`config.mk`:
```
export PLATFORM = sky130hd
export DESIGN_NAME = alu_issue_stage_flat
export DESIGN_NICKNAME = d
export VERILOG_FILES = /design/src/rtl/alu_issue_stage_if.sv /design/src/rtl/alu_issue_stage.sv /design/src/flat_wrapper.sv
export SDC_FILE = /design/constraint.sdc
export NUM_CORES = 1
export LEC_CHECK = 0
export BUFFER_PORTS_ARGS = -buffer_cell sky130_fd_sc_hd__buf_2
export CORE_MARGIN = 2
export CORE_UTILIZATION = 30
export CTS_CLUSTER_SIZE = 8
export DETAILED_ROUTE_END_ITERATION = 12
export PLACE_DENSITY_LB_ADDON = 0.15
export SLEW_MARGIN = 30
export SYNTH_ARGS = -nofsm -noshare
export SYNTH_HDL_FRONTEND = slang
export SYNTH_SLANG_ARGS = --single-unit
```
`constraint.sdc`:
```
create_clock -name clk -period 2.77 [get_ports clk]
set_input_delay 0.6925 -clock clk [delete_from_list [all_inputs] [get_ports clk]]
set_output_delay 0.6925 -clock clk [all_outputs]
set_load 0.02 [all_outputs]
```
`src/rtl/alu_issue_stage_if.sv`:
```
// rtl/alu_issue_stage_if.sv - handshake and operand bus between decode, issue stage and myALU
interface alu_issue_stage_if #(
    parameter int XLEN = 32
);
    logic            in_valid;
    logic            in_ready;
    logic [6:0]      opcode;
    logic [2:0]      funct3;
    logic            funct7b5;
    logic [4:0]      rs1_idx;
    logic [4:0]      rs2_idx;
    logic [XLEN-1:0] rs1_val;
    logic [XLEN-1:0] rs2_val;
    logic [XLEN-1:0] imm;
    logic [XLEN-1:0] pc;
    logic            out_valid;
    logic            out_ready;
    logic [3:0]      alu_sel;
    logic [XLEN-1:0] alu_in1;
    logic [XLEN-1:0] alu_in2;
    logic            illegal;

    modport master (
        output in_valid, opcode, funct3, funct7b5, rs1_idx, rs2_idx,
               rs1_val, rs2_val, imm, pc, out_ready,
        input  in_ready, out_valid, alu_sel, alu_in1, alu_in2, illegal
    );

    modport slave (
        input  in_valid, opcode, funct3, funct7b5, rs1_idx, rs2_idx,
               rs1_val, rs2_val, imm, pc, out_ready,
        output in_ready, out_valid, alu_sel, alu_in1, alu_in2, illegal
    );
endinterface

```
`src/rtl/alu_issue_stage.sv`:
```
// rtl/alu_issue_stage.sv - RV32I decode to myALU sel/operands behind a 2-entry skid; ALU_ISSUE_FWD_EN adds writeback forwarding
module alu_issue_stage #(
    parameter int XLEN    = 32,
    parameter int PC_STEP = 4
) (
    input  logic            clk,
    input  logic            rst_n,
    input  logic            flush,
`ifdef ALU_ISSUE_FWD_EN
    input  logic            wb_we,
    input  logic [4:0]      wb_rd,
    input  logic [XLEN-1:0] wb_data,
`endif
    alu_issue_stage_if.slave bus
);
    localparam logic [6:0] OPC_OP    = 7'b0110011;
    localparam logic [6:0] OPC_OPIMM = 7'b0010011;
    localparam logic [6:0] OPC_BR    = 7'b1100011;
    localparam logic [6:0] OPC_LOAD  = 7'b0000011;
    localparam logic [6:0] OPC_STORE = 7'b0100011;
    localparam logic [6:0] OPC_LUI   = 7'b0110111;
    localparam logic [6:0] OPC_AUIPC = 7'b0010111;
    localparam logic [6:0] OPC_JAL   = 7'b1101111;
    localparam logic [6:0] OPC_JALR  = 7'b1100111;

    logic [XLEN-1:0] rs1_eff, rs2_eff;
`ifdef ALU_ISSUE_FWD_EN
    assign rs1_eff = (wb_we && wb_rd != 5'd0 && wb_rd == bus.rs1_idx) ? wb_data : bus.rs1_val;
    assign rs2_eff = (wb_we && wb_rd != 5'd0 && wb_rd == bus.rs2_idx) ? wb_data : bus.rs2_val;
`else
    logic unused_idx;
    assign unused_idx = ^{bus.rs1_idx, bus.rs2_idx};
    assign rs1_eff    = bus.rs1_val;
    assign rs2_eff    = bus.rs2_val;
`endif

    logic [3:0]      dec_sel;
    logic [XLEN-1:0] dec_in1, dec_in2;
    logic            dec_ill;

    always_comb begin
        dec_sel = 4'b0010;
        dec_in1 = rs1_eff;
        dec_in2 = rs2_eff;
        dec_ill = 1'b0;
        case (bus.opcode)
            OPC_OP, OPC_OPIMM: begin
                if (bus.opcode == OPC_OPIMM) dec_in2 = bus.imm;
                case (bus.funct3)
                    3'b000:  dec_sel = (bus.opcode == OPC_OP && bus.funct7b5) ? 4'b0110 : 4'b0010;
                    3'b001:  dec_sel = 4'b1001;
                    3'b010:  dec_sel = 4'b0111;
                    3'b011:  dec_sel = 4'b1000;
                    3'b100:  dec_sel = 4'b1100;
                    3'b101:  begin dec_sel = 4'b1011; dec_ill = bus.funct7b5; end
                    3'b110:  dec_sel = 4'b0001;
                    default: dec_sel = 4'b0000;
                endcase
            end
            OPC_BR: begin
                dec_sel = bus.funct3[1] ? 4'b1000 : 4'b0111;
                dec_ill = (bus.funct3 == 3'b010 || bus.funct3 == 3'b011);
            end
            OPC_LOAD: begin
                dec_in2 = bus.imm;
                dec_ill = (bus.funct3 == 3'b011 || bus.funct3 == 3'b110 || bus.funct3 == 3'b111);
            end
            OPC_STORE: begin
                dec_in2 = bus.imm;
                dec_ill = (bus.funct3 > 3'b010);
            end
            OPC_LUI:   begin dec_in1 = '0;     dec_in2 = bus.imm; end
            OPC_AUIPC: begin dec_in1 = bus.pc; dec_in2 = bus.imm; end
            OPC_JAL:   begin dec_in1 = bus.pc; dec_in2 = XLEN'(PC_STEP); end
            OPC_JALR: begin
                dec_in1 = bus.pc;
                dec_in2 = XLEN'(PC_STEP);
                dec_ill = (bus.funct3 != 3'b000);
            end
            default: dec_ill = 1'b1;
        endcase
        // Unsupported ops force myALU to its zero-output code and pass the raw sources.
        if (dec_ill) begin
            dec_sel = 4'b1111;
            dec_in1 = rs1_eff;
            dec_in2 = rs2_eff;
        end
    end

    logic            out_valid_q, out_valid_d, out_ill_q, out_ill_d;
    logic [3:0]      out_sel_q, out_sel_d;
    logic [XLEN-1:0] out_in1_q, out_in1_d, out_in2_q, out_in2_d;
    logic            skid_valid_q, skid_valid_d, skid_ill_q, skid_ill_d;
    logic [3:0]      skid_sel_q, skid_sel_d;
    logic [XLEN-1:0] skid_in1_q, skid_in1_d, skid_in2_q, skid_in2_d;
    logic            in_ready_q, in_ready_d;
    logic            accept;

    assign accept = bus.in_valid && in_ready_q;

    always_comb begin
        out_valid_d  = out_valid_q;
        out_sel_d    = out_sel_q;
        out_in1_d    = out_in1_q;
        out_in2_d    = out_in2_q;
        out_ill_d    = out_ill_q;
        skid_valid_d = skid_valid_q;
        skid_sel_d   = skid_sel_q;
        skid_in1_d   = skid_in1_q;
        skid_in2_d   = skid_in2_q;
        skid_ill_d   = skid_ill_q;
        if (flush) begin
            out_valid_d  = 1'b0;
            skid_valid_d = 1'b0;
        end else if (!out_valid_q || bus.out_ready) begin
            // in_ready is low whenever skid holds data, so skid refill and drain never collide.
            if (skid_valid_q) begin
                out_valid_d  = 1'b1;
                out_sel_d    = skid_sel_q;
                out_in1_d    = skid_in1_q;
                out_in2_d    = skid_in2_q;
                out_ill_d    = skid_ill_q;
                skid_valid_d = 1'b0;
            end else if (accept) begin
                out_valid_d = 1'b1;
                out_sel_d   = dec_sel;
                out_in1_d   = dec_in1;
                out_in2_d   = dec_in2;
                out_ill_d   = dec_ill;
            end else begin
                out_valid_d = 1'b0;
            end
        end else if (accept) begin
            skid_valid_d = 1'b1;
            skid_sel_d   = dec_sel;
            skid_in1_d   = dec_in1;
            skid_in2_d   = dec_in2;
            skid_ill_d   = dec_ill;
        end
        in_ready_d = !skid_valid_d;
    end

    always_ff @(posedge clk) begin
        if (!rst_n) begin
            out_valid_q  <= 1'b0;
            out_sel_q    <= '0;
            out_in1_q    <= '0;
            out_in2_q    <= '0;
            out_ill_q    <= 1'b0;
            skid_valid_q <= 1'b0;
            skid_sel_q   <= '0;
            skid_in1_q   <= '0;
            skid_in2_q   <= '0;
            skid_ill_q   <= 1'b0;
            in_ready_q   <= 1'b1;
        end else begin
            out_valid_q  <= out_valid_d;
            out_sel_q    <= out_sel_d;
            out_in1_q    <= out_in1_d;
            out_in2_q    <= out_in2_d;
            out_ill_q    <= out_ill_d;
            skid_valid_q <= skid_valid_d;
            skid_sel_q   <= skid_sel_d;
            skid_in1_q   <= skid_in1_d;
            skid_in2_q   <= skid_in2_d;
            skid_ill_q   <= skid_ill_d;
            in_ready_q   <= in_ready_d;
        end
    end

    assign bus.in_ready  = in_ready_q;
    assign bus.out_valid = out_valid_q;
    assign bus.alu_sel   = out_sel_q;
    assign bus.alu_in1   = out_in1_q;
    assign bus.alu_in2   = out_in2_q;
    assign bus.illegal   = out_ill_q;
endmodule

```
`src/flat_wrapper.sv`:
```
// flat-port wrapper written by rule: the top's interface ports become plain ports
module alu_issue_stage_flat 
#(
    parameter int XLEN    = 32,
    parameter int PC_STEP = 4
)
  (clk, rst_n, flush, bus_in_valid, bus_opcode, bus_funct3, bus_funct7b5, bus_rs1_idx, bus_rs2_idx, bus_rs1_val, bus_rs2_val, bus_imm, bus_pc, bus_out_ready, bus_in_ready, bus_out_valid, bus_alu_sel, bus_alu_in1, bus_alu_in2, bus_illegal);
  alu_issue_stage_if #(.XLEN(XLEN)) bus_i ();
  input  logic clk;
  input  logic rst_n;
  input  logic flush;
  input wire logic [$bits(bus_i.in_valid)-1:0] bus_in_valid;
  input wire logic [$bits(bus_i.opcode)-1:0] bus_opcode;
  input wire logic [$bits(bus_i.funct3)-1:0] bus_funct3;
  input wire logic [$bits(bus_i.funct7b5)-1:0] bus_funct7b5;
  input wire logic [$bits(bus_i.rs1_idx)-1:0] bus_rs1_idx;
  input wire logic [$bits(bus_i.rs2_idx)-1:0] bus_rs2_idx;
  input wire logic [$bits(bus_i.rs1_val)-1:0] bus_rs1_val;
  input wire logic [$bits(bus_i.rs2_val)-1:0] bus_rs2_val;
  input wire logic [$bits(bus_i.imm)-1:0] bus_imm;
  input wire logic [$bits(bus_i.pc)-1:0] bus_pc;
  input wire logic [$bits(bus_i.out_ready)-1:0] bus_out_ready;
  output wire logic [$bits(bus_i.in_ready)-1:0] bus_in_ready;
  output wire logic [$bits(bus_i.out_valid)-1:0] bus_out_valid;
  output wire logic [$bits(bus_i.alu_sel)-1:0] bus_alu_sel;
  output wire logic [$bits(bus_i.alu_in1)-1:0] bus_alu_in1;
  output wire logic [$bits(bus_i.alu_in2)-1:0] bus_alu_in2;
  output wire logic [$bits(bus_i.illegal)-1:0] bus_illegal;
  assign bus_i.in_valid = bus_in_valid;
  assign bus_i.opcode = bus_opcode;
  assign bus_i.funct3 = bus_funct3;
  assign bus_i.funct7b5 = bus_funct7b5;
  assign bus_i.rs1_idx = bus_rs1_idx;
  assign bus_i.rs2_idx = bus_rs2_idx;
  assign bus_i.rs1_val = bus_rs1_val;
  assign bus_i.rs2_val = bus_rs2_val;
  assign bus_i.imm = bus_imm;
  assign bus_i.pc = bus_pc;
  assign bus_i.out_ready = bus_out_ready;
  assign bus_in_ready = bus_i.in_ready;
  assign bus_out_valid = bus_i.out_valid;
  assign bus_alu_sel = bus_i.alu_sel;
  assign bus_alu_in1 = bus_i.alu_in1;
  assign bus_alu_in2 = bus_i.alu_in2;
  assign bus_illegal = bus_i.illegal;
  alu_issue_stage #(.XLEN(XLEN), .PC_STEP(PC_STEP)) u_core (.clk(clk), .rst_n(rst_n), .flush(flush), .bus(bus_i));
endmodule
```
==> flow_summary_export.csv <==
group,metric,value,unit
place,place_hpwl,13000,um
timing,min_period_over_period,0.850,
timing,slew_violations,0,
logic_synthesis,synth_ff_type,"dfxtp_1",
layout,area_growth,33.2,%
worst_setup_path,startpoint,"bus_opcode[2]",
grt,grt_antenna_before_repair,0,
timing,skew,0.00664,ns
logic_synthesis,synthSimpleGateAreaFrac,0.156,
timing,holdWs,0.469,ns
timing,slew-limit-headroom,0.589,
clock_network,clk_path_buf_depth,2,
logic_synthesis,synth_nets,906,
route,ant_nets,0,
layout,layout_common_cells,"buf_2, dfxtp_1, nand3_1, a21oi_1, o21ai_0",
outcome,status,"finished, final reports clean",
grt,grt_max_degree,73,
floorplan,die_x,149,um
clock_network,clkSlewWorstSetupHoldPaths,0.06,ns
logic_synthesis,ys_types,39,
route,wl_per_cell,16.0,um
power,powerDensity,589,nW/um2
clock_network,numCtsBuffers,17,
floorplan,fp.coreArea,20800,um2
timing,period_minus_slack,2.35,ns
clock_network,ctsHoldBuffers,0,
floorplan,io_pins,225,
route,totalWireLength,19700,um
flow_run,maxCapViolations,0,
route,drtIter0Drc,334,
grt,grt_pass1_wl,30800,um
grt,gr-total-overflow,0,
worst_setup_path,rr_startpoint,"u_core.skid_valid_q",
worst_setup_path,worst_setup_path_start_kind,"primary input",
layout,final_common_cell,"buf_2",
power,vdd_ir_drop_max,0.000362,V
route,vias,6588,
route,drc,0,
clock_network,cts_setup_buffers,0,
layout,final_area,8410,um2
place,place_area,7850,um2
logic_synthesis,synth_fa_ha_area_frac,0,
logic_synthesis,synth_compound_area_frac,0.336,
clock_network,clock_latency,0.41,ns
worst_setup_path,crit_required,3.09,ns
clock_network,cts_tree,"built",
clock_network,h-tree-depth,4,
place,io_buffer_count,214,
floorplan,die_h,149,um
logic_synthesis,async_reset_ff_frac,0,
logic_synthesis,yosysSeqAreaShare,0.447,
min_path,holdCritPathClass,"reg2reg",
logic_synthesis,synth-seq-cells,141,
timing,max_freq,425,MHz
power,cellLeakagePower,0.00348,uW
logic_synthesis,avgSynthCellArea,8.40,um2
floorplan,die_area,22200,um2
route,vias_per_cell,5.36,
min_path,min_path_cells,2,
place,gp_congestion,0.765,
floorplan,start_util,0.303,
logic_synthesis,synth_edf_count,0,
logic_synthesis,synth_top_family_by_area,"compound AO/OA/AOI/OAI gates",
logic_synthesis,syn_inst,752,
logic_synthesis,muxShareOfSynthArea,0.00317,
logic_synthesis,synth.cell_area,6320,um2
worst_setup_path,critical_path_arrival,2.68,ns
worst_setup_path,cp_max_fo,17,
logic_synthesis,ys.warnings.count,0,
worst_setup_path,ff2ff_path_depth,5,
clock_network,cts.sinks,141,
floorplan,rows,53,
worst_setup_path,path_class,"in2reg",
timing,timing_worst_slew_pin_value,0.616,ns
layout,nets,1095,
layout,layout-drive-gt1-share,0.311,
logic_synthesis,synth_xor_area_frac,0,
clock_network,root_buffer,"clkbuf_16",
grt,grt_usage,0.172,
timing,rsz0062_at_grt,"false",
grt,grt_pass1_vias,6080,
worst_setup_path,critical_path.endpoint_type,"flop",
min_path,hp-start,"u_core.bus.alu_sel[0]",
timing,hold_violations,0,
timing,setup_viol,0,
clock_network,postCtsResizedCells,0,
route,drt-pass1-iter-count,7,
timing,setup_tns,0,ns
==> cell usage after synthesis (2+ instances only) <==
cell type  instances  area share
dfxtp_1          141        0.45
or3_1              3      0.0030
nor3_1            10      0.0079
o221ai_1          63       0.087
a211oi_1           3      0.0036
buf_4              3      0.0036
a22oi_1           32       0.038
nor4_1             2      0.0020
a31oi_1            2      0.0020
o21ai_1            2      0.0016
nor2b_1            2      0.0020
mux2i_1            2      0.0032
nand3_1          133        0.11
or2_2              2      0.0020
nor2_1            10      0.0059
o31ai_1            4      0.0048
inv_1              4      0.0024
a21oi_1          103       0.082
or4_1              2      0.0024
o22ai_1            2      0.0020
buf_2             11      0.0087
a22o_1            33       0.046
clkbuf_1          72       0.043
nand2_1           14      0.0083
o21ai_0           78       0.062
nand2b_1           5      0.0050
and4b_1            2      0.0032
==> power breakdown <==
| part | internal (uW) | switching, uW | total, uW |
|---|---|---|---|
| clock | 1260 | 922 | 2180 |
| combinational | 257 | 371 | 629 |
| sequential | 2110 | 37.2 | 2140 |
| total | 3620 | 1330 | 4960 |
==> layout make-up <==
class / instances / area (um2)
multi-input cells: 521 / 3170
well taps: 275 / 344
flip-flops and latches: 141 / 2820
fillers: 2155 / 12400
clock buffers: 19 / 443
inverters: 4 / 15.0
repair buffers: 256 / 1500
diodes: 1 / 2.50
clock inverters: 13 / 118
==> cells by family after synthesis <==
logic type             after synthesis
AOI/OAI and AO/OA                  328
and+or+nand+nor                    191
DFF                                141
buffers and inverters               90
muxes                                2
==> state kept, by name, summed over array words and instances (netlist names) <==
register	count
u_core.bus.alu_in1	32
u_core.skid_sel_q	4
u_core.bus.in_ready	1
u_core.skid_in2_q	32
u_core.skid_in1_q	32
u_core.bus.alu_in2	32
u_core.skid_valid_q	1
u_core.bus.alu_sel	4
u_core.bus.out_valid	1
u_core.skid_ill_q	1
u_core.bus.illegal	1
==> layer usage <==
metal	vias to the layer above	GRT usage	routed length [um]
met5	-	0	0
met4	0	0.0462	236
met2	189	0.285	9090
li1	3300	-	-
met3	18	0.0385	1230
met1	3081	0.226	9100
==> metrics by stage <==
stage | total power, uW | setup slack, ns | std cells | utilization
6_report | 4960 | 0.416 | 1230 | 0.404
3_5_place_dp | 2820 | -0.0181 | 1197 | 0.377
2_1_floorplan | 2530 | 0.491 | 752 | -
3_3_place_gp | 2820 | -0.348 | 1196 | 0.377
5_1_grt | 5160 | 0.243 | 1229 | 0.404
4_1_cts | 5010 | 0.421 | 1229 | 0.404
==> final timing paths <==
kind                            endpoint  slack [ns]
setup / recovery  u_core.bus.alu_in2[17]        0.42
hold / removal     u_core.bus.alu_sel[0]        0.47
setup reg to reg  u_core.bus.alu_in1[22]        0.88
hold reg to reg    u_core.bus.alu_sel[0]        0.47
==> worst max-delay path: stages <==
cell	delay (ns)
buf_2	0.09
buf_4	0.11
nand2_1	0.05
nor4_1	0.33
o22ai_1	0.21
nor3b_4	0.56
buf_6	0.26
a22oi_1	0.14
o221ai_1	0.23
Note: power is estimated with default switching activity, not from simulation.
